$ cat config.mk
export PLATFORM = sky130hd
export DESIGN_NAME = fetch_ctrl
export DESIGN_NICKNAME = d
export VERILOG_FILES = /design/src/rtl/fetch_ctrl_pkg.sv /design/src/rtl/fetch_ctrl.sv
export SDC_FILE = /design/constraint.sdc
export NUM_CORES = 1
export LEC_CHECK = 0
export ABC_AREA = 1
export BUFFER_PORTS_ARGS = -buffer_cell sky130_fd_sc_hd__buf_2
export CAP_MARGIN = 40
export CELL_PAD_IN_SITES_DETAIL_PLACEMENT = 0
export CELL_PAD_IN_SITES_GLOBAL_PLACEMENT = 1
export CORE_ASPECT_RATIO = 0.9
export CORE_UTILIZATION = 36
export DETAILED_ROUTE_END_ITERATION = 10
export PLACE_DENSITY_LB_ADDON = 0.2
export REMOVE_ABC_BUFFERS = 1
export SLEW_MARGIN = 20
export SYNTH_ARGS = -nofsm -noshare
export SYNTH_HDL_FRONTEND = slang
export SYNTH_SLANG_ARGS = --single-unit
$ cat constraint.sdc
create_clock -name clk -period 2.6 [get_ports clk]
set_clock_uncertainty 0.15 [all_clocks]
set_input_delay 0.39 -clock clk [delete_from_list [all_inputs] [get_ports clk]]
set_output_delay 0.39 -clock clk [all_outputs]
set_load 0.1 [all_outputs]
$ cat src/rtl/fetch_ctrl_pkg.sv
// Shared definitions for the instruction-fetch sequencer: widths, state encoding, reset PC.
package fetch_ctrl_pkg;

  localparam int unsigned XLEN = 32;

  localparam logic [XLEN-1:0] PC_RESET = 32'h0000_3000;

  typedef enum logic [1:0] {
    IF_FETCH = 2'd0,
    IF_WAIT  = 2'd1,
    IF_HOLD  = 2'd2,
    IF_DROP  = 2'd3
  } if_state_e;

endpackage

$ cat src/rtl/fetch_ctrl.sv
// Instruction-fetch sequencer: one outstanding imem request, F/D buffer,
// delayed-slot redirects and immediate flushes that orphan in-flight responses.
module fetch_ctrl
  import fetch_ctrl_pkg::*;
#(
  parameter logic [XLEN-1:0] RESET_PC = PC_RESET
) (
  input  logic            clk,
  input  logic            reset,
  input  logic            redirect_valid,
  input  logic [XLEN-1:0] redirect_pc,
  input  logic            flush_valid,
  input  logic [XLEN-1:0] flush_pc,
  output logic            imem_req,
  output logic [XLEN-1:0] imem_addr,
  input  logic            imem_ready,
  input  logic            imem_rvalid,
  input  logic [XLEN-1:0] imem_rdata,
  input  logic            d_stall,
  output logic            if_valid,
  output logic [XLEN-1:0] if_instr,
  output logic [XLEN-1:0] if_pc
);

  if_state_e       state_q, state_d;
  logic [XLEN-1:0] pc_q, pc_d;
  logic [XLEN-1:0] instr_q, instr_d;
  logic [XLEN-1:0] tgt_q, tgt_d;
  logic            pend_q, pend_d;
  logic            valid_q, valid_d;
  logic            req_q, req_d;
  logic            accept_c;

  // req_q is low in the reset cycle, so acceptance must be qualified by it
  assign accept_c = (state_q == IF_FETCH) && req_q && imem_ready;

  always_ff @(posedge clk) begin
    if (reset) begin
      state_q <= IF_FETCH;
      pc_q    <= RESET_PC;
      instr_q <= '0;
      tgt_q   <= '0;
      pend_q  <= 1'b0;
      valid_q <= 1'b0;
      req_q   <= 1'b0;
    end else begin
      state_q <= state_d;
      pc_q    <= pc_d;
      instr_q <= instr_d;
      tgt_q   <= tgt_d;
      pend_q  <= pend_d;
      valid_q <= valid_d;
      req_q   <= req_d;
    end
  end

  always_comb begin
    state_d = state_q;
    pc_d    = pc_q;
    instr_d = instr_q;
    tgt_d   = tgt_q;
    pend_d  = pend_q;

    if (redirect_valid) begin
      pend_d = 1'b1;
      tgt_d  = redirect_pc;
    end

    case (state_q)
      IF_FETCH: if (accept_c) state_d = IF_WAIT;
      IF_WAIT: begin
        if (imem_rvalid) begin
          instr_d = imem_rdata;
          state_d = IF_HOLD;
        end
      end
      IF_HOLD: begin
        // A redirect arriving on the accept cycle targets the slot after this one
        if (!d_stall) begin
          if (redirect_valid) pc_d = redirect_pc;
          else if (pend_q)    pc_d = tgt_q;
          else                pc_d = pc_q + XLEN'(4);
          pend_d  = 1'b0;
          state_d = IF_FETCH;
        end
      end
      IF_DROP: if (imem_rvalid) state_d = IF_FETCH;
      default: state_d = IF_FETCH;
    endcase

    // Flush overrides everything above; an accepted or pending request becomes an orphan
    if (flush_valid) begin
      pc_d    = flush_pc;
      pend_d  = 1'b0;
      instr_d = instr_q;
      case (state_q)
        IF_FETCH: state_d = accept_c ? IF_DROP : IF_FETCH;
        IF_WAIT:  state_d = imem_rvalid ? IF_FETCH : IF_DROP;
        IF_HOLD:  state_d = IF_FETCH;
        IF_DROP:  state_d = imem_rvalid ? IF_FETCH : IF_DROP;
        default:  state_d = IF_FETCH;
      endcase
    end

    valid_d = (state_d == IF_HOLD);
    req_d   = (state_d == IF_FETCH);
  end

  assign imem_req  = req_q;
  assign imem_addr = {pc_q[XLEN-1:2], 2'b00};
  assign if_valid  = valid_q;
  assign if_instr  = instr_q;
  assign if_pc     = pc_q;

endmodule

==> summary.txt <==
Placement
  • Global placement routability congestion: 0.854
  • Post-place instance area: 0.00639 mm²
  • Port bufs: 198
  • HPWL Detailed: 12.9 mm

GRT
  • Largest net degree at the start of global routing: 45
  • Met2 Resource Use GR: between 30% and 40%
  • Vias in the first global route: 5,070
  • Met1 Use GR: 34.4%
  • GRT Total Usage: 23.1%
  • Met3 Use GR: 4.62%
  • Antenna violations before repair: 0
  • Busiest grt layer: met1
  • Global-route wire length before repair: 27.2 mm
  • Total gr overflow: 0

Worst hold path
  • Hold Path Class: in -> reg

Drt
  • 1st-pass router iterations: 6
  • Initial DRC Count: 469
  • DRC Markers: 0
  • Routed vias/inst: ~4.8
  • Via count: ~5,700
  • WL/cell: approximately 15 µm
  • Final ANT Viol Nets: 0
  • Routed WL: 17.5 mm

Synthesis
  • Post-Syn Instances: between 800 and 900
  • Post-synthesis compound-gate area fraction: between 15 and 20%
  • Seq cells post-synth: 101
  • Synth area leaders: dfxtp_1, nand2_1, nor2_1
  • Commonest cells post-synth: nand2_1, nor2_1, dfxtp_1
  • Post-synthesis sequential area ratio: between 30 and 40%
  • Avg Cell Area, Syn: 6.42 µm²
  • Simple-gate share of the synthesized area: roughly 34%
  • FFs w/ async S/R, synth: 0%
  • Share of the synthesized area in the top cell type: 37.5%
  • Mapped cell area: 0.00540 mm²
  • Post-synthesis mux area share: less than 1%
  • Main synth FF type: dfxtp_1
  • Biggest area consumer among synthesized cells: dfxtp_1
  • Post-Synth XOR/XNOR Area: ~1.3%
  • Ys Warns: 0
  • Netlist cell types: 35
  • Adder-cell share of the synthesized area: 0.232%
  • Most frequent cell after synthesis: nand2_1
  • Number of synthesized flops with an enable pin: 0
  • Largest family of logic cells by synthesized area: simple AND/OR/NAND/NOR gates

Worst setup path
  • Critical path required time: between 2 and 3 ns
  • Worst path arrival time: 2.11 ns
  • Critical R2R Capture: if_pc[12]
  • CP startpoint: if_pc[3]
  • CP endpoint kind: flip-flop
  • Setup slack, reg-to-reg: 0.57 ns
  • CP Max Fanout: 6
  • CP Class: reg -> reg
  • Worst reg-to-reg path cell count: 10
  • Crit start category: flip-flop
  • Crit path to: if_pc[12]
  • R2r startpoint: if_pc[3]

Power and ir drop
  • Leakage: 0.00340 µW
  • Clk pwr share: 31.1%
  • Worst vdd ir: 0.000315 V
  • Power, Total: 4490 µW
  • Net Sw Power: 1830 µW
  • Pwr Density: 671 mW/mm²
  • Switching power share of the total: 40.8%
  • Comb pwr share: 30.3%
  • Sequential cell fraction of total power: 38.6%
  • Internal power: 2660 µW

Timing
  • Final setup viols: 0
  • Final worst path period need: roughly 2.0 ns
  • Worst-Margin Slew: 0.586 ns
  • RSZ-0062 raised after global routing: false
  • Worst hold slack: 0.101 ns
  • Final Hold Viols: 0
  • Max Freq: a little under 0.5 GHz
  • Fin. max-slew vios: 0
  • Slew HR: 60.8%
  • Setup_tns: 0 ns
  • Final period util: between 70% and 80%

Clock network
  • Clock transition at path regs: ~0.070 ns
  • Root buf cell: clkbuf_16
  • Worst skew pair latency: between 0.3 and 0.4 ns
  • CTS Buf Count: 9
  • Setup bufs post-CTS: 0
  • Post-cts sizing count: 0
  • H-Tree Depth: 3
  • CTS max path bufs: 2
  • Sink Count: 101
  • Cts hold-fix bufs: 0
  • CTS tree: done

Status
  • Status: complete, no violations

Final layout
  • Final #Nets: 1,103
  • Synthesis-to-layout area growth: 24.0%
  • Share of cells above drive strength 1: between 20% and 30%
  • # diodes: 0
  • Post-route cell area: 0.00669 mm²

Die
  • Die area: between 0.015 and 0.02 mm²
  • Rows: between 40 and 50
  • # IOs: around 200
  • Height of the die: 118 µm
  • Die X: 131 µm
  • Core area: 0.0147 mm²
  • Starting Density: between 30% and 40%

Run
  • Max Cap Violations: 0
-- flip-flops by register name (all words and copies together) (netlist names) --
signal	count
tgt_q	32
imem_req	1
state_q	2
if_valid	1
if_instr	32
pend_q	1
if_pc	32
-- power by group through the flow --
| stage | Combinational [µW] | Sequential, µW | Clock, µW |
|---|---|---|---|
| 6_report | 1360 | 1730 | 1400 |
| 3_5_place_dp | 1360 | 1770 | 0 |
| 3_3_place_gp | 1360 | 1770 | 0 |
| 5_1_grt | 1440 | 1750 | 1490 |
| 2_1_floorplan | 305 | 2470 | 0 |
| 4_1_cts | 1360 | 1730 | 1430 |
-- how the worst min path moves through the flow --
stage | startpoint | end | slack, ns | cells after the start
6_report | imem_rdata[31] | if_instr[31] | 0.10 | 3
5_1_grt | imem_rdata[24] | if_instr[24] | 0.10 | 3
4_1_cts | imem_rdata[31] | if_instr[31] | 0.1 | 3
3_5_place_dp | tgt_q[20] | tgt_q[20] | 0.31 | 2
3_3_place_gp | tgt_q[27] | tgt_q[27] | 0.31 | 2
2_1_floorplan | tgt_q[3] | tgt_q[3] | 0.29 | 2
-- cell families after synthesis --
logic type,Yosys count
buffers and inverters,125
multiplexers,2
flip-flops,101
adder cells (fa/ha/maj),1
AND/OR/NAND/NOR,444
XOR/XNOR,8
AO/OA/AOI/OAI,159
other,1
-- metal layers --
layer | vias up | wire length, µm
met5 | - | 0
met4 | 0 | 208
met3 | 14 | 1090
met2 | 173 | 7570
met1 | 2566 | 8670
li1 | 2974 | -
-- area by class of cell --
type                    count  area [µm²]
multi-input cells         616        2770
clock inverters             7        72.6
clock buffers               9         225
flip-flops and latches    101        2020
repair buffers            221        1160
well taps                 198         248
fillers                  1593        7970
inverters                  50         188
-- critical path, cell delays in order, from the launching register on --
cell and delay (ns):
dfxtp_1 0.47, ha_1 0.29, nand2_1 0.08, nor2_1 0.13, nand2_2 0.12, nor2_2 0.17
o21ai_0 0.10, o21ai_1 0.16, nand3_1 0.08, nand2_1 0.08, nand3_1 0.07
-- stage by stage --
step	setup slack [ns]	util [%]	cells
after floorplan	-0.723	-	767
after global placement	0.565	43.6	1186
after detailed placement	0.562	43.6	1186
after CTS	0.549	45.6	1202
after global routing	0.393	45.6	1202
final	0.566	45.6	1202
-- cell usage in the layout (no fill, tap or decap), drive strengths merged --
cell / Yosys / final
mux2i: 2 / 2
buf: 45 / 221
nor2: 132 / 132
conb: 1 / 2
clkbuf: 30 / 9
a21oi: 61 / 61
a221oi: 1 / 1
a31oi: 2 / 2
o21ai: 92 / 92
nand3b: 1 / 1
nor4: 1 / 1
o2111ai: 2 / 2
clkinv: 1 / 3
ha: 1 / 1
bufinv: 0 / 1
nand2: 248 / 248
nor3: 11 / 11
dfxtp: 101 / 101
xor2: 6 / 6
or2: 6 / 6
a22oi: 1 / 1
nand3: 39 / 39
xnor2: 2 / 2
nand4: 6 / 6
clkinvlp: 0 / 2
inv: 49 / 51
No activity file was read; power rests on OpenSTA's default activity.
